**src/rtl/dram_arbiter.sv**
```systemverilog
// dram_arbiter
// Two-port arbiter in front of a single-port DRAM macro with asynchronous
// read and synchronous write. Each requester issues one load or store at a
// time. Partial stores are done as a read-modify-write, so the memory only
// ever sees full-word writes.
//
// Ports
//   clk, rst                 clock, asynchronous active-high reset
//   pN_req/we/addr/wdata/be  requester N transaction (held until pN_gnt)
//   pN_gnt                   combinational accept, only while idle
//   pN_done                  one-cycle completion pulse
//   pN_rdata                 last load result for port N
//   dram_a/dram_we/dram_din  memory address, write enable, write data
//   dram_spo                 memory asynchronous read data
//   busy                     a transaction is in flight
module dram_arbiter #(
  parameter int FAIR = 1
) (
  input  logic        clk,
  input  logic        rst,
  input  logic        p0_req,
  input  logic        p0_we,
  input  logic [15:0] p0_addr,
  input  logic [31:0] p0_wdata,
  input  logic [3:0]  p0_be,
  output logic        p0_gnt,
  output logic        p0_done,
  output logic [31:0] p0_rdata,
  input  logic        p1_req,
  input  logic        p1_we,
  input  logic [15:0] p1_addr,
  input  logic [31:0] p1_wdata,
  input  logic [3:0]  p1_be,
  output logic        p1_gnt,
  output logic        p1_done,
  output logic [31:0] p1_rdata,
  output logic [15:0] dram_a,
  output logic        dram_we,
  output logic [31:0] dram_din,
  input  logic [31:0] dram_spo,
  output logic        busy
);

  localparam logic [1:0] IDLE   = 2'd0;
  localparam logic [1:0] RD     = 2'd1;
  localparam logic [1:0] RMW_RD = 2'd2;
  localparam logic [1:0] WR     = 2'd3;

  logic [1:0]  state;
  logic [1:0]  next_state;
  logic        last_p1;    // 1 = port 1 was granted most recently
  logic        owner;      // port owning the transaction in flight
  logic [31:0] wdata_q;
  logic [3:0]  be_q;

  logic        gnt;
  logic        sel;        // port that wins arbitration this cycle
  logic        req_we;
  logic [15:0] req_addr;
  logic [31:0] req_wdata;
  logic [3:0]  req_be;
  logic        done_now;
  logic        done_port;

  // Enabled bytes from the store data, remaining bytes from memory.
  function automatic logic [31:0] merge_word(input logic [31:0] wd,
                                             input logic [31:0] old,
                                             input logic [3:0]  be);
    logic [31:0] r;
    r = old;
    for (int i = 0; i < 4; i++) begin
      if (be[i]) r[8*i +: 8] = wd[8*i +: 8];
    end
    return r;
  endfunction

  always_comb begin
    // On a tie port 1 wins only in fair mode and only if port 0 went last.
    sel       = p1_req && (!p0_req || ((FAIR != 0) && !last_p1));
    gnt       = (state == IDLE) && !rst && (p0_req || p1_req);
    p0_gnt    = gnt && !sel;
    p1_gnt    = gnt && sel;
    req_we    = sel ? p1_we    : p0_we;
    req_addr  = sel ? p1_addr  : p0_addr;
    req_wdata = sel ? p1_wdata : p0_wdata;
    req_be    = sel ? p1_be    : p0_be;
    busy      = (state != IDLE);

    next_state = state;
    case (state)
      IDLE: begin
        if (gnt) begin
          if (!req_we)               next_state = RD;
          else if (req_be == 4'hF)   next_state = WR;
          else if (req_be == 4'h0)   next_state = IDLE;
          else                       next_state = RMW_RD;
        end
      end
      RD:      next_state = IDLE;
      RMW_RD:  next_state = WR;
      WR:      next_state = IDLE;
      default: next_state = IDLE;
    endcase

    // An empty store completes on its grant edge without touching memory.
    done_now  = 1'b0;
    done_port = owner;
    if (gnt && req_we && (req_be == 4'h0)) begin
      done_now  = 1'b1;
      done_port = sel;
    end else if ((state == RD) || (state == WR)) begin
      done_now  = 1'b1;
      done_port = owner;
    end
  end

  always_ff @(posedge clk or posedge rst) begin
    if (rst) begin
      state    <= IDLE;
      last_p1  <= 1'b1;
      owner    <= 1'b0;
      p0_done  <= 1'b0;
      p1_done  <= 1'b0;
      p0_rdata <= '0;
      p1_rdata <= '0;
      dram_a   <= '0;
      dram_we  <= 1'b0;
      dram_din <= '0;
    end else begin
      state   <= next_state;
      // Registered so the write strobe lasts exactly the WR cycle and
      // drops at once on an asynchronous reset.
      dram_we <= (next_state == WR);
      p0_done <= done_now && !done_port;
      p1_done <= done_now && done_port;

      if (gnt) begin
        last_p1 <= sel;
        owner   <= sel;
        if (next_state != IDLE) dram_a <= req_addr;
        if (next_state == WR)   dram_din <= req_wdata;
      end

      if (state == RD) begin
        if (owner) p1_rdata <= dram_spo;
        else       p0_rdata <= dram_spo;
      end

      // Read half of the read-modify-write; dram_we is low here, so the
      // sampled word is valid.
      if (state == RMW_RD) dram_din <= merge_word(wdata_q, dram_spo, be_q);
    end
  end

  always_ff @(posedge clk) begin
    if (gnt) begin
      wdata_q <= req_wdata;
      be_q    <= req_be;
    end
  end

endmodule

```
**config.mk**
```make
export PLATFORM = sky130hd
export DESIGN_NAME = dram_arbiter
export DESIGN_NICKNAME = d
export VERILOG_FILES = /design/src/rtl/dram_arbiter.sv
export SDC_FILE = /design/constraint.sdc
export NUM_CORES = 1
export LEC_CHECK = 0
export ABC_AREA = 1
export CAP_MARGIN = 5
export CORE_ASPECT_RATIO = 2
export CORE_UTILIZATION = 40
export CTS_BUF_LIST = sky130_fd_sc_hd__clkbuf_4 sky130_fd_sc_hd__clkbuf_8
export DETAILED_ROUTE_END_ITERATION = 10
export PLACE_DENSITY_LB_ADDON = 0.15
export REMOVE_ABC_BUFFERS = 1
export SLEW_MARGIN = 20
export SYNTH_ARGS = -nofsm -noshare
export SYNTH_HDL_FRONTEND = slang
export SYNTH_SLANG_ARGS = --single-unit
```
**constraint.sdc**
```tcl
create_clock -name clk -period 6.4 [get_ports clk]
set_input_delay 1.6 -clock clk [delete_from_list [all_inputs] [get_ports clk]]
set_output_delay 1.6 -clock clk [all_outputs]
set_load 0.02 [all_outputs]
```
==> results.ini <==
[place]
gp_congestion = 0.842
portBuffers = 259
dpl.hpwl_mm = 14.6
dp.cells = 1281

[route]
routed_wl_mm = 20.6
wire_per_inst_um = 15.7
firstDrtPassIters = 4
drc = 0
drt_iter0_markers = 228
vias_per_cell = 4.81
vias = 6310
antenna_left = 0

[sta]
setup_violations = 0
min_period_ps = 4900
rsz0062_at_grt = false
fin_skew_ps = 11.5
finalMaxSlewViolations = 0
hold_violations = 0
fin_crit_sh = 0.766
slew_headroom = 0.507
tightest_slew_ps = 737
fmax_ghz = 0.204
fin_hold_ws_ps = 474
tns_ps = 0

[yosys]
postSynthAreaPerCell_um2 = 8.49
yosys_warnings = 0
synth_area_leaders = dfrtp_1 41%, edfxtp_1 15%, nand2_1 14%
netlist_instances = 848
synth_seq_area_share = 0.564
ys_top_cells_by_count = 270 x nand2_1, 140 x o21ai_0, 118 x dfrtp_1
async_flop_share = 0.768
yosysTopAreaCell = dfrtp_1
synth.most_common_cell = nand2_1
syn_area_um2 = 7200
synthDistinctLibCells = 26
synthFlopType = dfrtp_1
synth_edf_count = 36
synth-seq-cells = 155
synth_top_area_frac = 0.410

[pwr]
p_seq_frac = 0.360
ir_worst_vdd_uv = 222
powerDensity_nw_per_um2 = 453
power_leakage_nw = 4.71
p_int_mw = 2.74
p_switching_mw = 1.91
combPwrFrac = 0.487
switching_share = 0.411
clkPwrFrac = 0.154

[global_route]
grt_use_total = 0.228
top_usage_layer = met2
grt_pass1_wl_mm = 32.5
grt_max_degree = 65
antenna_found_initial = 0
globalRouteMet2Util = 0.433
grt-ovfl-total = 0
use_met3 = 0.0502
grt_use_met1 = 0.244
grt_pass1_vias = 6056

[final_layout]
multi_input_area_um2 = 2620
nFillCells = 1637
final_cells = 1313
seq_area_um2 = 4060
layout-drive-gt1-share = 0.0618
fin_nets = 1229
post-route-util = 0.580
diodes = 0
area_delta_synth_final_pct = 42.7

[clock_network]
cts.reportedPaths.clkPinSlew_ps = 80
clockBufferDepth = 2
cts_buffers = 17
cts_sinks = 155
cts_root_buffer = clkbuf_8
post-cts-setup-buffers = 0
cts_tree = yes
cts.repair.resized = 0
cts_max_level = 4
cts.hold.buffers_added = 0
clk_latency_ps = 450

[worst_setup_path]
r2r_end = dram_din[23]
cp.required_ps = 4800
r2r_setup_slack_ps = 3340
worstReg2RegStart = last_p1
crit_fanout = 10
cp_data_arrival_time_ps = 3300
critPathCaptureType = primary output
cp-start-kind = input port
crit_type = in -> out
r2r_cells = 10

[min_path]
hold_depth = 2
hp-class = reg -> reg
hold-path-endpoint = dram_a[10]
hold_start = dram_a[10]

[floorplan]
dieArea_um2 = 18600
fp.dieH_um = 192
die_w_um = 96.9
rows = 69
fp.coreArea_um2 = 17700
initial_core_util = 0.407
ios = 260

[run_status]
status = finished clean

[run]
cap_viol_max_count = 0

-- layout make-up --
cell class / count / share of cell area
Inverter: 79 / 0.0291
Timing Repair Buffer: 267 / 0.258
Tap cell: 213 / 0.0259
Clock inverter: 10 / 0.00865
Clock buffer: 22 / 0.0283
Multi-Input combinational cell: 567 / 0.255
Sequential cell: 155 / 0.395
-- through the flow --
step / setup WS [ps] / instance area, um2 / power (mW)
5_1_grt: 1380 / 10300 / 4.97
3_3_place_gp: 1570 / 9890 / 3.95
3_5_place_dp: 1520 / 9890 / 3.99
2_1_floorplan: 1640 / 6960 / 2.83
6_report: 1500 / 10300 / 4.65
4_1_cts: 1500 / 10300 / 4.71
-- flip-flops by register name (all words and copies together) (netlist names) --
name      count
be_q          4
dram_a       16
dram_din     32
dram_we       1
last_p1       1
owner         1
p0_done       1
p0_rdata     32
p1_done       1
p1_rdata     32
state         2
wdata_q      32
-- worst max-delay path, cell delays in order --
cell             delay [ps]
clkdlybuf4s50_1         720
o21ai_2                 180
nor2_1                  180
clkdlybuf4s50_1         630
-- per-layer routing --
metal / part of all wire / up-vias / wire, um
li1: - / 3194 / -
met1: 0.37 / 2917 / 7700
met2: 0.56 / 173 / 11500
met3: 0.046 / 26 / 943
met4: 0.022 / 0 / 462
met5: 0 / - / 0
-- layout by cell type, fill, tap and decap left out, types with 8 or more instances in the layout --
| cell type | n |
|---|---|
| a21oi_1 | 20 |
| buf_4 | 8 |
| nor2_1 | 10 |
| or2_1 | 14 |
| nand2_2 | 13 |
| clkbuf_8 | 20 |
| inv_1 | 75 |
| dfrtp_1 | 118 |
| o21ai_1 | 14 |
| nand2_1 | 270 |
| nand3_1 | 54 |
| o21ai_0 | 140 |
| or2_0 | 18 |
| edfxtp_1 | 36 |
| clkdlybuf4s50_1 | 259 |
-- cells by family (layout without fill, tap and decap cells) --
group                  after synthesis  in the layout  synth area share
AND/OR/NAND/NOR                    392            392             0.239
flip-flops                         155            155             0.564
AO/OA/AOI/OAI                      175            175             0.122
buffers and inverters              126            378            0.0751
-- power groups by stage --
stage	clock network (mW)	logic [mW]	registers (mW)
2_1_floorplan	0	0.734	2.09
3_3_place_gp	0	2.27	1.68
3_5_place_dp	0	2.30	1.69
4_1_cts	0.733	2.30	1.68
5_1_grt	0.770	2.47	1.72
6_report	0.715	2.27	1.67
-- worst max-delay path by stage --
stage          startpoint        end  slack, ps  cells after the start
2_1_floorplan         rst  dram_a[0]       1640                      1
3_5_place_dp       p1_req     p0_gnt       1520                      4
6_report           p1_req     p0_gnt       1500                      4
5_1_grt            p1_req     p0_gnt       1380                      4
4_1_cts            p1_req     p0_gnt       1500                      4
3_3_place_gp       p1_req     p0_gnt       1570                      4
(Power assumes the default switching activity.)
